===== src/rtl/bsg_manycore_trace_pkg.sv =====
// Shared types and helpers for the manycore pipeline trace arbiter.
// One trace record is {x, y, pc, reg_id, wb_data, flags}.
package bsg_manycore_trace_pkg;

    typedef struct packed {
        logic       imem_wait;
        logic       dmem_wait;
        logic       dmem_en;
        logic [3:0] exception_code;
    } trace_flags_t;

    typedef struct packed {
        logic [25:0]  x;
        logic [25:0]  y;
        logic [31:0]  pc;
        logic [4:0]   reg_id;
        logic [31:0]  wb_data;
        trace_flags_t flags;
    } trace_rec_t;

    localparam int trace_rec_width_lp = $bits(trace_rec_t);

    // Source-id width; a single source still needs one bit to carry an id.
    function automatic int trace_id_width(input int num_in);
        return (num_in > 1) ? $clog2(num_in) : 1;
    endfunction

endpackage


===== src/rtl/bsg_manycore_trace_rr_arb.sv =====
// Round-robin grant selection starting at rr_ptr; a held grant overrides the
// search while the output is locked by back-pressure.
module bsg_manycore_trace_rr_arb
    import bsg_manycore_trace_pkg::*;
#(
    parameter int num_in_p   = 4,
    parameter int id_width_p = trace_id_width(num_in_p)
) (
    input  logic [num_in_p-1:0]   reqs,
    input  logic [id_width_p-1:0] rr_ptr,
    input  logic                  lock,
    input  logic [id_width_p-1:0] held_grant,
    output logic [num_in_p-1:0]   grant_oh,
    output logic [id_width_p-1:0] grant_id
);

    logic [id_width_p-1:0] search_id_s;
    logic [id_width_p-1:0] idx_s;
    logic                  found_s;
    int                    idx_v;

    // First requester at or after rr_ptr, wrapping modulo num_in_p.
    always_comb begin
        search_id_s = '0;
        found_s     = 1'b0;
        idx_v       = 0;
        idx_s       = '0;
        for (int k = 0; k < num_in_p; k++) begin
            idx_v = int'(rr_ptr) + k;
            idx_v = (idx_v >= num_in_p) ? (idx_v - num_in_p) : idx_v;
            idx_s = id_width_p'(idx_v);
            if (!found_s && reqs[idx_s]) begin
                found_s     = 1'b1;
                search_id_s = idx_s;
            end else begin
                found_s     = found_s;
            end
        end
    end

    // Locked grant wins; one-hot is qualified by any request being present.
    always_comb begin
        grant_oh = '0;
        if (lock) begin
            grant_id = held_grant;
        end else begin
            grant_id = search_id_s;
        end
        for (int i = 0; i < num_in_p; i++) begin
            grant_oh[i] = (|reqs) & (grant_id == id_width_p'(i));
        end
    end

endmodule


===== src/rtl/bsg_manycore_trace_arbiter.sv =====
// Per-tile single-entry trace buffers drained round-robin to one valid/ready
// channel; records arriving at a busy buffer are dropped and counted.
module bsg_manycore_trace_arbiter
    import bsg_manycore_trace_pkg::*;
#(
    parameter int num_in_p    = 4,
    parameter int rec_width_p = trace_rec_width_lp,
    parameter int cnt_width_p = 16,
    parameter int id_width_p  = trace_id_width(num_in_p)
) (
    input  logic                            clk_i,
    input  logic                            reset_n_i,
    input  logic [num_in_p-1:0]             v_i,
    input  logic [num_in_p*rec_width_p-1:0] data_i,
    output logic                            v_o,
    output logic [rec_width_p-1:0]          data_o,
    output logic [id_width_p-1:0]           src_id_o,
    input  logic                            ready_i,
    input  logic                            clear_i,
    output logic [cnt_width_p-1:0]          drop_count_o,
    output logic [num_in_p-1:0]             overflow_o
);

    localparam int sum_width_lp = cnt_width_p + 1;

    logic [num_in_p-1:0]    full_r;
    logic [rec_width_p-1:0] data_r [num_in_p];
    logic [id_width_p-1:0]  rr_ptr_r, grant_r, grant_s, rr_next_s;
    logic                   lock_r, accept_s;
    logic [num_in_p-1:0]    grant_oh_s, deq_s, load_s, drop_s;
    logic [cnt_width_p-1:0] drop_count_r, cnt_next_s;
    logic [num_in_p-1:0]    overflow_r;
    logic [sum_width_lp-1:0] pop_s, sum_s;

    bsg_manycore_trace_rr_arb #(
        .num_in_p  (num_in_p),
        .id_width_p(id_width_p)
    ) rr_arb (
        .reqs      (full_r),
        .rr_ptr    (rr_ptr_r),
        .lock      (lock_r),
        .held_grant(grant_r),
        .grant_oh  (grant_oh_s),
        .grant_id  (grant_s)
    );

    // Output mux and per-buffer load/dequeue/drop decisions.
    always_comb begin
        v_o       = |full_r;
        accept_s  = v_o & ready_i;
        data_o    = data_r[grant_s];
        src_id_o  = grant_s;
        deq_s     = grant_oh_s & {num_in_p{accept_s}};
        load_s    = v_i & (~full_r | deq_s);
        drop_s    = v_i & full_r & ~deq_s;
        rr_next_s = (grant_s == id_width_p'(num_in_p - 1)) ? '0 : (grant_s + id_width_p'(1));
    end

    // Saturating drop counter: add at one extra bit, clamp on carry-out.
    always_comb begin
        pop_s = '0;
        for (int i = 0; i < num_in_p; i++) begin
            pop_s = pop_s + sum_width_lp'(drop_s[i]);
        end
        sum_s = {1'b0, drop_count_r} + pop_s;
        if (sum_s[cnt_width_p]) begin
            cnt_next_s = '1;
        end else begin
            cnt_next_s = sum_s[cnt_width_p-1:0];
        end
    end

    // Buffer storage; a same-cycle dequeue and load replaces the record.
    always_ff @(posedge clk_i or negedge reset_n_i) begin
        if (!reset_n_i) begin
            full_r <= '0;
            for (int i = 0; i < num_in_p; i++) begin
                data_r[i] <= '0;
            end
        end else begin
            for (int i = 0; i < num_in_p; i++) begin
                if (load_s[i]) begin
                    full_r[i] <= 1'b1;
                    data_r[i] <= data_i[i*rec_width_p +: rec_width_p];
                end else if (deq_s[i]) begin
                    full_r[i] <= 1'b0;
                end else begin
                    full_r[i] <= full_r[i];
                end
            end
        end
    end

    // Arbitration state: pointer advances past the accepted source; a stalled
    // offer locks the grant so data_o stays stable until accepted.
    always_ff @(posedge clk_i or negedge reset_n_i) begin
        if (!reset_n_i) begin
            rr_ptr_r <= '0;
            grant_r  <= '0;
            lock_r   <= 1'b0;
        end else if (accept_s) begin
            rr_ptr_r <= rr_next_s;
            lock_r   <= 1'b0;
        end else if (v_o) begin
            grant_r  <= grant_s;
            lock_r   <= 1'b1;
        end else begin
            lock_r   <= 1'b0;
        end
    end

    // Drop statistics; clear takes priority over same-cycle drops.
    always_ff @(posedge clk_i or negedge reset_n_i) begin
        if (!reset_n_i) begin
            drop_count_r <= '0;
            overflow_r   <= '0;
        end else if (clear_i) begin
            drop_count_r <= '0;
            overflow_r   <= '0;
        end else begin
            drop_count_r <= cnt_next_s;
            overflow_r   <= overflow_r | drop_s;
        end
    end

    assign drop_count_o = drop_count_r;
    assign overflow_o   = overflow_r;

endmodule


===== config.mk =====
export PLATFORM = sky130hd
export DESIGN_NAME = bsg_manycore_trace_arbiter
export DESIGN_NICKNAME = d
export VERILOG_FILES = /design/src/rtl/bsg_manycore_trace_pkg.sv /design/src/rtl/bsg_manycore_trace_rr_arb.sv /design/src/rtl/bsg_manycore_trace_arbiter.sv
export SDC_FILE = /design/constraint.sdc
export NUM_CORES = 1
export LEC_CHECK = 0
export BUFFER_PORTS_ARGS = -buffer_cell sky130_fd_sc_hd__buf_2
export CAP_MARGIN = 20
export CORE_AREA = 2 2 265 267
export CTS_BUF_LIST = sky130_fd_sc_hd__clkbuf_8
export DETAILED_ROUTE_END_ITERATION = 10
export DIE_AREA = 0 0 267 269
export SLEW_MARGIN = 20
export SYNTH_ARGS = -nofsm -noshare
export SYNTH_HDL_FRONTEND = slang
export SYNTH_SLANG_ARGS = --single-unit
export TNS_END_PERCENT = 100

===== constraint.sdc =====
create_clock -name clk_i -period 6.25 [get_ports clk_i]
set_input_delay 0 -clock clk_i [delete_from_list [all_inputs] [get_ports clk_i]]
set_output_delay 0 -clock clk_i [all_outputs]
set_load 0.005 [all_outputs]

==> flow_metrics.py, run 1 <==
metrics = {
    "cts": {
        "cts_buffer_depth": 3,
        "ctsResizeCount": 0,
        "cts-root-buf": "clkbuf_8",
        "clkSinkCount": 541,
        "clock_latency_ps": 690,
        "htreeDepth": 3,
        "cts_tree": "done",
        "clk_pin_slew_ps": 60,
        "cts_buffers": 96,
    },
    "synth": {
        "synth_flop_cell": "dfrtp_1",
        "syn-cell-area_um2": 24800,
        "synth_edf_count": 0,
        "synth_cells": 1666,
        "yosysUniqueCellTypes": 45,
        "yosysWarnings": 0,
        "synth_seq_cells": 541,
        "synth-compound-area-share_pct": 1.02,
        "synthAdderAreaFrac_pct": 0.494,
        "syn_nets": 2194,
        "syn_area_per_cell_um2": 14.9,
        "ys_seq_area_share_pct": 54.5,
        "synth_top_family_by_area": "multiplexers",
        "synth.area.mux_share_pct": 38.8,
        "synthXorXnorAreaFrac_pct": 0.353,
        "yosys.area_share.simple_pct": 1.21,
        "async_flop_share_pct": 100,
    },
    "worst_setup_path": {
        "r2r_slack_ps": 1780,
        "r2r-start": "full_r[1]",
        "crit_required_ps": 6250,
        "r2r-end": "drop_count_o[1]",
        "end_kind": "output port",
        "critical_path_class": "flip-flop to output port",
        "worst_r2r_path_depth": 15,
        "cp-startpoint": "full_r[1]",
        "startpoint_type": "flip-flop",
        "cp.arrival_ps": 4750,
        "path_max_fanout": 118,
    },
    "global_routing": {
        "grt_pass1_wl_um": 119000,
        "grt_usage_pct": 21.3,
        "grt-ovfl-total": 0,
        "grt_max_degree": 157,
        "first_global_vias": 21100,
        "antenna_found_initial": 11,
    },
    "routing": {
        "first_iter_violations": 764,
        "vias_per_cell": 4.77,
        "vias": 18700,
        "drcViolationCount": 0,
        "dr.pass1.iters": 4,
        "wirelength_um": 78600,
        "postRouteAntennaNets": 0,
        "wl_per_cell_um": 20.1,
    },
    "layout": {
        "area_growth_pct": 45.4,
        "drive_above_1_share_pct": 43.5,
        "postLayoutCoreUtil_pct": 52.1,
        "layout_commonest_cell": "buf_2",
        "layout_common_cells": "669 x buf_2, 547 x dlygate4sd3_1, 541 x dfrtp_1, 460 x mux2_2, 384 x mux2i_1",
        "layout.cells.non_filler": 3915,
        "final_nets": 3426,
    },
    "placement": {
        "placed_cells": 3192,
        "routabilityCongestion": 0.847,
        "io_buffer_count": 670,
        "dp_hpwl_um": 50100,
    },
    "worst_hold_path": {
        "hold_start": "data_i[496]",
        "hold_end": "data_r[112]",
        "hold_depth": 3,
        "hp-class": "primary input to flip-flop",
    },
    "power": {
        "power_mw": 16.0,
        "peakVddDrop_uv": 284,
        "total_leakage_power_nw": 17.3,
        "powerDensity_nw_per_um2": 442,
    },
    "floorplan": {
        "num_io_pins": 671,
        "num_rows": 97,
        "fp.dieW_um": 267,
        "die_h_um": 269,
        "dieArea_um2": 71800,
        "initial_core_util_pct": 35.8,
        "core_um2": 69300,
    },
    "timing": {
        "tightest_slew_ps": 990,
        "hold_viol": 0,
        "setup_violations": 0,
        "skew_ps": 43.5,
        "whs_ps": 80.3,
        "maxSlewHeadroom_pct": 34.0,
        "rsz0062_at_grt": "no",
        "drv_slew": 0,
        "setup_tns_ps": 0,
        "final.min_clock_period_ps": 4750,
        "fmax_mhz": 210,
        "min_period_over_period_pct": 76.1,
    },
    "outcome": {
        "status": "completed",
    },
    "flow_run": {
        "drv_cap": 0,
    },
}
==> layer usage <==
| metal | GRT usage, % | vias to the layer above | wire length [µm] |
|---|---|---|---|
| met4 | 9.26 | 2 | 2680 |
| met5 | 0 | - | 13 |
| met2 | 37.6 | 625 | 39600 |
| li1 | - | 8501 | - |
| met1 | 24.6 | 9388 | 31500 |
| met3 | 5.36 | 161 | 4790 |
==> layout make-up <==
class	instances	area, µm²
clock inverters	53	264
multi-input cells	1012	10400
well taps	940	1180
inverters	10	53.8
fillers	5849	33200
clock buffers	112	1540
flip-flops and latches	541	13500
diodes	10	25.0
repair buffers	1237	9090
==> registers in the layout (all words and copies together), names as in the netlist <==
signal,cells
grant_r,2
full_r,4
drop_count_o,16
rr_ptr_r,2
data_r,512
overflow_o,4
lock_r,1
==> worst max-delay path by stage <==
stage / to / slack (ps) / depth (start not counted)
floorplan: drop_count_o[10] / 2260 / 20
global placement: drop_count_o[0] / 1860 / 15
detailed placement: drop_count_o[1] / 1750 / 15
CTS: data_o[65] / 1340 / 9
global route: data_o[65] / 1250 / 9
finish: data_o[94] / 1500 / 9
==> synth_stat cells (2+ instances only) <==
library cell  count  share of area [%]
a21oi_1          23               0.46
and2_1            2              0.050
and4_1            4               0.14
buf_12           16                1.3
buf_2            67                1.3
buf_4             2              0.060
buf_6             3               0.14
buf_8             7               0.42
clkbuf_1          5              0.076
clkbuf_4          3              0.091
dfrtp_1         541                 55
fa_1              3               0.24
ha_1              5               0.25
inv_1             7               0.11
inv_2             2              0.030
mux2_1           55                2.5
mux2_2          460                 21
mux2i_1         384                 15
nand2_1          15               0.23
nand2b_1          5               0.13
nand3_1           5               0.10
nor2_1           13               0.20
nor3_1            3              0.060
o211ai_1          2              0.060
o21ai_1           2              0.040
or2_2             5               0.13
xnor2_1           6               0.21
xor2_1            4               0.14
==> critical path: stages, from the launching register on <==
cell,delay [ps]
dfrtp_1,420
nor2_2,180
a221oi_2,90
o311a_4,430
inv_16,480
buf_4,750
buf_4,840
mux2i_1,180
mux2i_1,440
buf_2,210
==> what timing repair did <==
item,in CTS,in global routing
hold endpoints to repair,648,0
setup buffers,0,0
hold buffers,548,0
endpoints found under the setup margin,0,0
==> cell families after synthesis <==
family,after synthesis
muxes,899
DFF,541
buffers and inverters,113
and+or+nand+nor,58
AOI/OAI and AO/OA,37
xor gates and xnor gates,10
adders and majority gates,8
==> power breakdown <==
part / switching (mW) / internal (mW)
registers: 0.949 / 5.24
clock network: 1.48 / 1.66
logic: 3.02 / 3.61
==> stage by stage <==
stage               instance area (µm²)  worst slack [ps]
floorplan                         24800              2260
global placement                  28800              1860
detailed placement                28800              1750
CTS                               36100              1340
global route                      36100              1250
finish                            36100              1500
(Power assumes the default switching activity.)
==> run 2, diff against run 1 <==
Settings changed: ABC_AREA from default to 1, CORE_AREA 2 2 265 267 to 2 2 264 266, DIE_AREA 0 0 267 269 to 0 0 266 268.
Clock period 6.25 ns to 4.45 ns, I/O delays scaled along.
==> run 2 against run 1 <==
Effect of this change:
- the run now ends with slew limit left
- utilization increased by 3.9 points
- critical path depth increased by 21
- design area increased by 5.8%
- first-iteration DRC count increased to 2.7 times the previous value
- non-clock buffer count increased by 76
- power increased by 64%
- setup slack got worse by 1200 ps
- largest cell class unchanged
- register-to-register slack got worse by 1500 ps
==> flow_metrics.py, run 2 <==
metrics = {
    "outcome": {
        "status": "complete, but fails checks",
        "violations": "slew limit",
    },
    "synth": {
        "ys_seq_area_share_pct": 51.6,
        "async_flop_share_pct": 100,
        "syn-cell-area_um2": 26300,
        "synth_cells": 3420,
        "synth_flop_cell": "dfrtp_1",
        "synth-compound-area-share_pct": 10.4,
        "synth_top_family_by_area": "simple AND/OR/NAND/NOR gates",
        "synth.area.mux_share_pct": 0,
        "yosysWarnings": 0,
        "synth_top_cell_by_area": "dfrtp_1",
        "syn_area_per_cell_um2": 7.68,
        "synthTopCellsByArea": "dfrtp_1 52%, nand3_1 10%, a21oi_1 10%",
        "synth_seq_cells": 541,
        "synth_top_area_share_pct": 51.6,
        "yosysUniqueCellTypes": 31,
        "yosys.area_share.simple_pct": 24.6,
        "synthAdderAreaFrac_pct": 0.467,
        "synthXorXnorAreaFrac_pct": 0.234,
        "synthTopCellsByCount": "552 x inv_1, 541 x dfrtp_1, 528 x nor2_1, 525 x nand3_1, 524 x a21oi_1",
        "syn_nets": 3948,
        "synth_edf_count": 0,
        "synth_most_common_cell": "inv_1",
    },
    "global_routing": {
        "antenna_found_initial": 17,
        "grt-ovfl-total": 0,
        "grt_max_degree": 205,
        "grt_usage_pct": 27.2,
        "grt_pass1_wl_um": 152000,
        "first_global_vias": 28000,
    },
    "worst_setup_path": {
        "path_max_fanout": 5,
        "slowest_stage": "fa_1",
        "cp.arrival_ps": 4810,
        "r2r-start": "rr_ptr_r[0]",
        "r2r_slack_ps": 260,
        "cp-startpoint": "rr_ptr_r[0]",
        "end_kind": "flip-flop",
        "startpoint_type": "flip-flop",
        "r2r-end": "drop_count_o[15]",
        "cpPeakStageDelay_ps": 470,
        "worst_r2r_path_depth": 30,
        "cpMostUsedCell": "nand2_1",
        "critical_path_class": "flip-flop to flip-flop",
        "crit_required_ps": 5070,
    },
    "cts": {
        "clk_pin_slew_ps": 60,
        "clock_latency_ps": 670,
        "cts_tree": "done",
        "htreeDepth": 3,
        "cts_buffers": 96,
        "cts-root-buf": "clkbuf_8",
        "cts_buffer_depth": 3,
        "clkSinkCount": 541,
    },
    "layout": {
        "postLayoutCoreUtil_pct": 56.0,
        "layout.cells.non_filler": 5575,
        "drive_above_1_share_pct": 19.6,
        "nFillCells": 6207,
        "final_nets": 5131,
        "largest_register": "data_r",
        "largest_reg_flops": 512,
        "area_growth_pct": 45.5,
        "layout_commonest_cell": "buf_2",
        "layout_common_cells": "669 x buf_2, 585 x dlygate4sd3_1, 580 x inv_1, 539 x dfrtp_1, 527 x nor2_1",
    },
    "power": {
        "peakVddDrop_uv": 762,
        "total_leakage_power_nw": 20.4,
        "powerDensity_nw_per_um2": 685,
    },
    "worst_hold_path": {
        "hold_end": "data_r[353]",
        "hp-class": "primary input to flip-flop",
        "hold_depth": 4,
        "hold_start": "data_i[225]",
    },
    "placement": {
        "routabilityCongestion": 0.872,
        "dp_hpwl_um": 60600,
        "placed_cells": 4791,
        "io_buffer_count": 670,
    },
    "floorplan": {
        "num_io_pins": 671,
        "initial_core_util_pct": 38.5,
        "num_rows": 96,
        "fp.dieW_um": 266,
        "dieArea_um2": 71300,
        "core_um2": 68200,
        "die_h_um": 268,
    },
    "flow_run": {
        "drv_cap": 0,
    },
    "timing": {
        "tightest_slew_ps": 1920,
        "drv_slew": 159,
        "final.min_clock_period_ps": 4190,
        "maxSlewHeadroom_pct": -27.7,
        "setup_tns_ps": 0,
        "hold_viol": 0,
        "min_period_over_period_pct": 94.2,
        "rsz0062_at_grt": "yes",
        "skew_ps": 46.3,
        "setup_violations": 0,
        "fmax_mhz": 239,
    },
    "routing": {
        "wl_per_cell_um": 17.8,
        "wirelength_um": 99200,
        "dr.pass1.iters": 5,
        "postRouteAntennaNets": 0,
        "first_iter_violations": 2093,
        "drcViolationCount": 0,
        "vias_per_cell": 4.94,
        "vias": 27500,
    },
}
## run 2: changes by cell type after synthesis, moves of 59 or more
cell | previous run | this run
mux2i_1 | 384 | 0
a21oi_1 | 23 | 524
nor2_1 | 13 | 528
inv_1 | 7 | 552
nand3_1 | 5 | 525
buf_2 | 67 | 126
nand2_1 | 15 | 465
mux2_2 | 460 | 0
## run 2: what timing repair did
item,in CTS,in global routing
hold buffers,586,0
cloned,0,1
hold endpoints to repair,706,0
setup buffers,0,10
setup endpoints to repair,1,72
pin swaps,0,17
gates resized for setup,1,33
## run 2: where the power goes
part	switching (mW)	internal, mW	leakage, nW	total, mW
clock	2.17	2.75	1.19	4.92
combinational	8.63	4.86	13.3	13.5
sequential	0.594	7.16	5.91	7.75
## run 2: worst max path at each step
stage | endpoint | slack, ps | cells past startpoint
after global placement | drop_count_o[14] | 30 | 28
after floorplan | drop_count_o[14] | 50 | 28
after detailed placement | drop_count_o[14] | 70 | 29
after CTS | data_o[5] | 50 | 13
final | drop_count_o[15] | 260 | 30
after global routing | drop_count_o[14] | -40 | 29
## run 2: critical path, delay by kind of cell (launching register included)
family	cells	cell delay (ps)
compound gates	2	190
flops	1	440
buf+inv	8	660
simple gates	16	1640
fa+ha+maj	4	1210
## run 2: through the flow
stage	setup WS [ps]	power, mW	hold slack, ps	cell area, µm²
finish	260	26.2	103	38200
global route	-41.3	28.3	68.8	38200
CTS	52.1	26.1	20.7	38000
detailed placement	72.7	20.4	127	30100
global placement	29.3	20.2	126	30100
floorplan	50.2	16.0	-296	26300
## run 2: kinds of logic (layout without fill, tap and decap cells)
family | count (synthesis) | in the layout
AOI/OAI and AO/OA | 543 | 543
xor gates and xnor gates | 7 | 7
adders and majority gates | 8 | 8
buffers and inverters | 785 | 2047
DFF | 541 | 541
other | 0 | 11
and+or+nand+nor | 1536 | 1536
## run 2: metal layers
layer / up-vias / share of wire [%] / track usage, %
met4: 18 / 5.0 / 14.1
met2: 1126 / 47 / 45.2
li1: 13000 / - / -
met3: 337 / 6.7 / 5.36
met5: - / 0.11 / 0
met1: 13000 / 41 / 33.7
## run 2: area by class of cell
| type | count | area, µm² | area share [%] |
|---|---|---|---|
| flip-flops and latches | 541 | 13500 | 35.4 |
| repair buffers | 1313 | 9860 | 25.8 |
| multi-input cells | 2094 | 9520 | 24.9 |
| inverters | 557 | 2100 | 5.49 |
| clock buffers | 128 | 1760 | 4.61 |
| well taps | 882 | 1100 | 2.89 |
| clock inverters | 49 | 304 | 0.796 |
| diodes | 11 | 27.5 | 0.0720 |
==> run 3, diff against run 2 <==
Settings changed: CORE_AREA 2 2 264 266 to 2 2 260 262, DIE_AREA 0 0 266 268 to 0 0 262 264, SYNTH_HIERARCHICAL from default to 1.
==> run 3 against run 2 <==
Effect of this change:
- the run now ends clean
- clock skew down 16 ps
- design area down 1.4%
- routed wire length rose by 14%
- sequential share of layout area grew 0.51 points
- global-route usage grew 5.1 points
- clock power shrank 4%
- synthesized cell count fell by 6.3%
- critical path type is now flip-flop to output port
- largest cell class unchanged
==> flow_metrics.py, run 3 <==
metrics = {
    "worst_hold_path": {
        "hold_start": "v_i[0]",
        "hold_end": "data_r[478]",
        "hold_depth": 4,
        "hp-class": "primary input to flip-flop",
    },
    "cts": {
        "cts_buffers": 96,
        "cts-root-buf": "clkbuf_8",
        "htreeDepth": 3,
        "cts_tree": "done",
        "clock_latency_ps": 700,
        "cts_buffer_depth": 3,
        "clkSinkCount": 541,
        "clk_pin_slew_ps": 60,
    },
    "worst_setup_path": {
        "r2r-start": "rr_ptr_r[0]",
        "r2r-end": "drop_count_o[13]",
        "r2r_slack_ps": 380,
        "path_max_fanout": 131,
        "end_kind": "output port",
        "worst_r2r_path_depth": 26,
        "startpoint_type": "flip-flop",
        "critical_path_class": "flip-flop to output port",
        "crit_required_ps": 4450,
        "cp.arrival_ps": 4180,
    },
    "routing": {
        "postRouteAntennaNets": 0,
        "wl_per_cell_um": 21.1,
        "wirelength_um": 113000,
        "first_iter_violations": 2985,
        "dr.pass1.iters": 6,
        "vias": 29000,
        "drcViolationCount": 0,
        "vias_per_cell": 5.40,
    },
    "synth": {
        "synth_top_cell_by_area": "dfrtp_1",
        "syn_nets": 3728,
        "synth_most_common_cell": "nand2_1",
        "async_flop_share_pct": 100,
        "synth_flop_cell": "dfrtp_1",
        "synth_cells": 3203,
        "synth_top_area_share_pct": 53.3,
        "synth_seq_cells": 541,
        "synthTopCellsByCount": "1096 x nand2_1, 541 x dfrtp_1, 529 x nand3_1, 282 x nor2_1, 260 x o21ai_0",
        "ys_seq_area_share_pct": 53.3,
        "syn-cell-area_um2": 25400,
        "yosysUniqueCellTypes": 31,
        "synthTopCellsByArea": "dfrtp_1 53%, nand2_1 16%, nand3_1 10%",
        "synth_edf_count": 0,
        "yosysWarnings": 6,
        "syn_area_per_cell_um2": 7.92,
    },
    "layout": {
        "drive_above_1_share_pct": 20.1,
        "layout_commonest_cell": "nand2_1",
        "largest_register": "data_r",
        "largest_reg_flops": 512,
        "layout.cells.non_filler": 5364,
        "final_nets": 4924,
        "layout_common_cells": "1096 x nand2_1, 665 x buf_2, 638 x dlygate4sd3_1, 538 x dfrtp_1, 529 x nand3_1",
        "area_growth_pct": 48.4,
    },
    "power": {
        "peakVddDrop_uv": 531,
        "total_leakage_power_nw": 19.4,
        "switching_share_pct": 46.2,
        "seq_power_share_pct": 30.6,
        "internal-power_mw": 14.9,
        "switching_power_mw": 12.8,
        "clkPwrFrac_pct": 17.1,
        "combPwrFrac_pct": 52.3,
        "powerDensity_nw_per_um2": 735,
    },
    "floorplan": {
        "num_rows": 95,
        "die_h_um": 264,
        "initial_core_util_pct": 38.1,
        "num_io_pins": 671,
        "dieArea_um2": 69200,
        "core_um2": 66600,
        "fp.dieW_um": 262,
    },
    "placement": {
        "routabilityCongestion": 0.881,
        "placed_cells": 4535,
        "dp_hpwl_um": 64500,
        "io_buffer_count": 670,
    },
    "global_routing": {
        "grt_max_degree": 132,
        "first_global_vias": 29800,
        "antenna_found_initial": 21,
        "grt_pass1_wl_um": 171000,
        "grt_usage_pct": 32.2,
        "grt-ovfl-total": 0,
    },
    "timing": {
        "setup_tns_ps": 0,
        "hold_viol": 0,
        "maxSlewHeadroom_pct": 25.5,
        "min_period_over_period_pct": 94.0,
        "rsz0062_at_grt": "no",
        "drv_slew": 0,
        "skew_ps": 30.0,
        "final.min_clock_period_ps": 4180,
        "tightest_slew_ps": 1120,
        "setup_violations": 0,
        "fmax_mhz": 239,
    },
    "outcome": {
        "status": "completed",
    },
    "flow_run": {
        "drv_cap": 0,
    },
}
## run 3: critical path: stages (launching register included)
cell and delay [ps]:
dfrtp_2 510, inv_8 120, nand2_1 80, nand2_1 90, nand2_1 50, nand2_1 90
nand3_2 120, o21ai_2 220, o21ai_4 110, buf_12 340, inv_4 510, buf_4 360
o21ai_0 190, o22ai_1 450, buf_2 210
## run 3: worst max-delay path by stage
| stage | start | to | slack (ps) | cells past startpoint |
|---|---|---|---|---|
| after floorplan | rr_ptr_r[0] | drop_count_o[14] | 780 | 25 |
| after global routing | full_r[2] | drop_count_o[13] | 20 | 26 |
| after detailed placement | rr_ptr_r[0] | drop_count_o[13] | 240 | 25 |
| after CTS | rr_ptr_r[0] | drop_count_o[13] | 210 | 25 |
| final | rr_ptr_r[0] | data_o[53] | 270 | 14 |
| after global placement | rr_ptr_r[0] | drop_count_o[13] | 290 | 25 |
## run 3: power groups by stage
stage                     clock [mW]  combinational (mW)  sequential (mW)
after floorplan                    0                7.90             8.11
after global placement             0                13.0             8.45
after detailed placement           0                13.1             8.48
after CTS                       4.80                14.2             8.43
after global routing            5.02                15.9             8.74
final                           4.73                14.5             8.48
## run 3: area by class of cell
type	instances	area, µm²
well taps	873	1090
repair buffers	1353	10300
clock buffers	121	1670
fillers	5955	28900
clock inverters	53	290
inverters	39	171
flip-flops and latches	541	13500
multi-input cells	2368	10600
diodes	16	40.0
## run 3: cells by family (layout without fill, tap and decap cells)
kind of cell	Yosys count	count (layout)	share of synthesized area, %
buf+inv	294	1566	5.28
mux	1	1	0.0444
flops	541	541	53.3
other cells	0	16	0
simple gates	1946	1946	32.0
xor+xnor	7	7	0.242
compound gates	409	409	8.76
fa+ha+maj	5	5	0.335
## run 3: stage by stage
stage | hold WS, ps | total power, mW | area [µm²] | setup WS, ps | utilization, %
6_report | 38.2 | 27.7 | 37700 | 269 | 56.6
5_1_grt | 40.8 | 29.6 | 37700 | 16.5 | 56.6
4_1_cts | 0.346 | 27.4 | 37600 | 212 | 56.5
3_5_place_dp | 63.3 | 21.6 | 29300 | 236 | 44.0
3_3_place_gp | 65.7 | 21.4 | 29300 | 285 | 44.0
2_1_floorplan | -296 | 16.0 | 25400 | 782 | -
## run 3: repair_timing
item                                     CTS  global route
buffers inserted                           0             0
hold endpoints to repair                1021             0
hold buffers                             639             0
gates resized for setup                    0             3
endpoints found under the setup margin     0            17
## run 3: routing by layer
layer	vias up	track usage [%]	routed length (µm)
met1	13800	40.8	44400
met3	506	7.04	9690
met2	1723	50.3	52000
met4	12	19.8	7010
met5	-	0	80
li1	13000	-	-
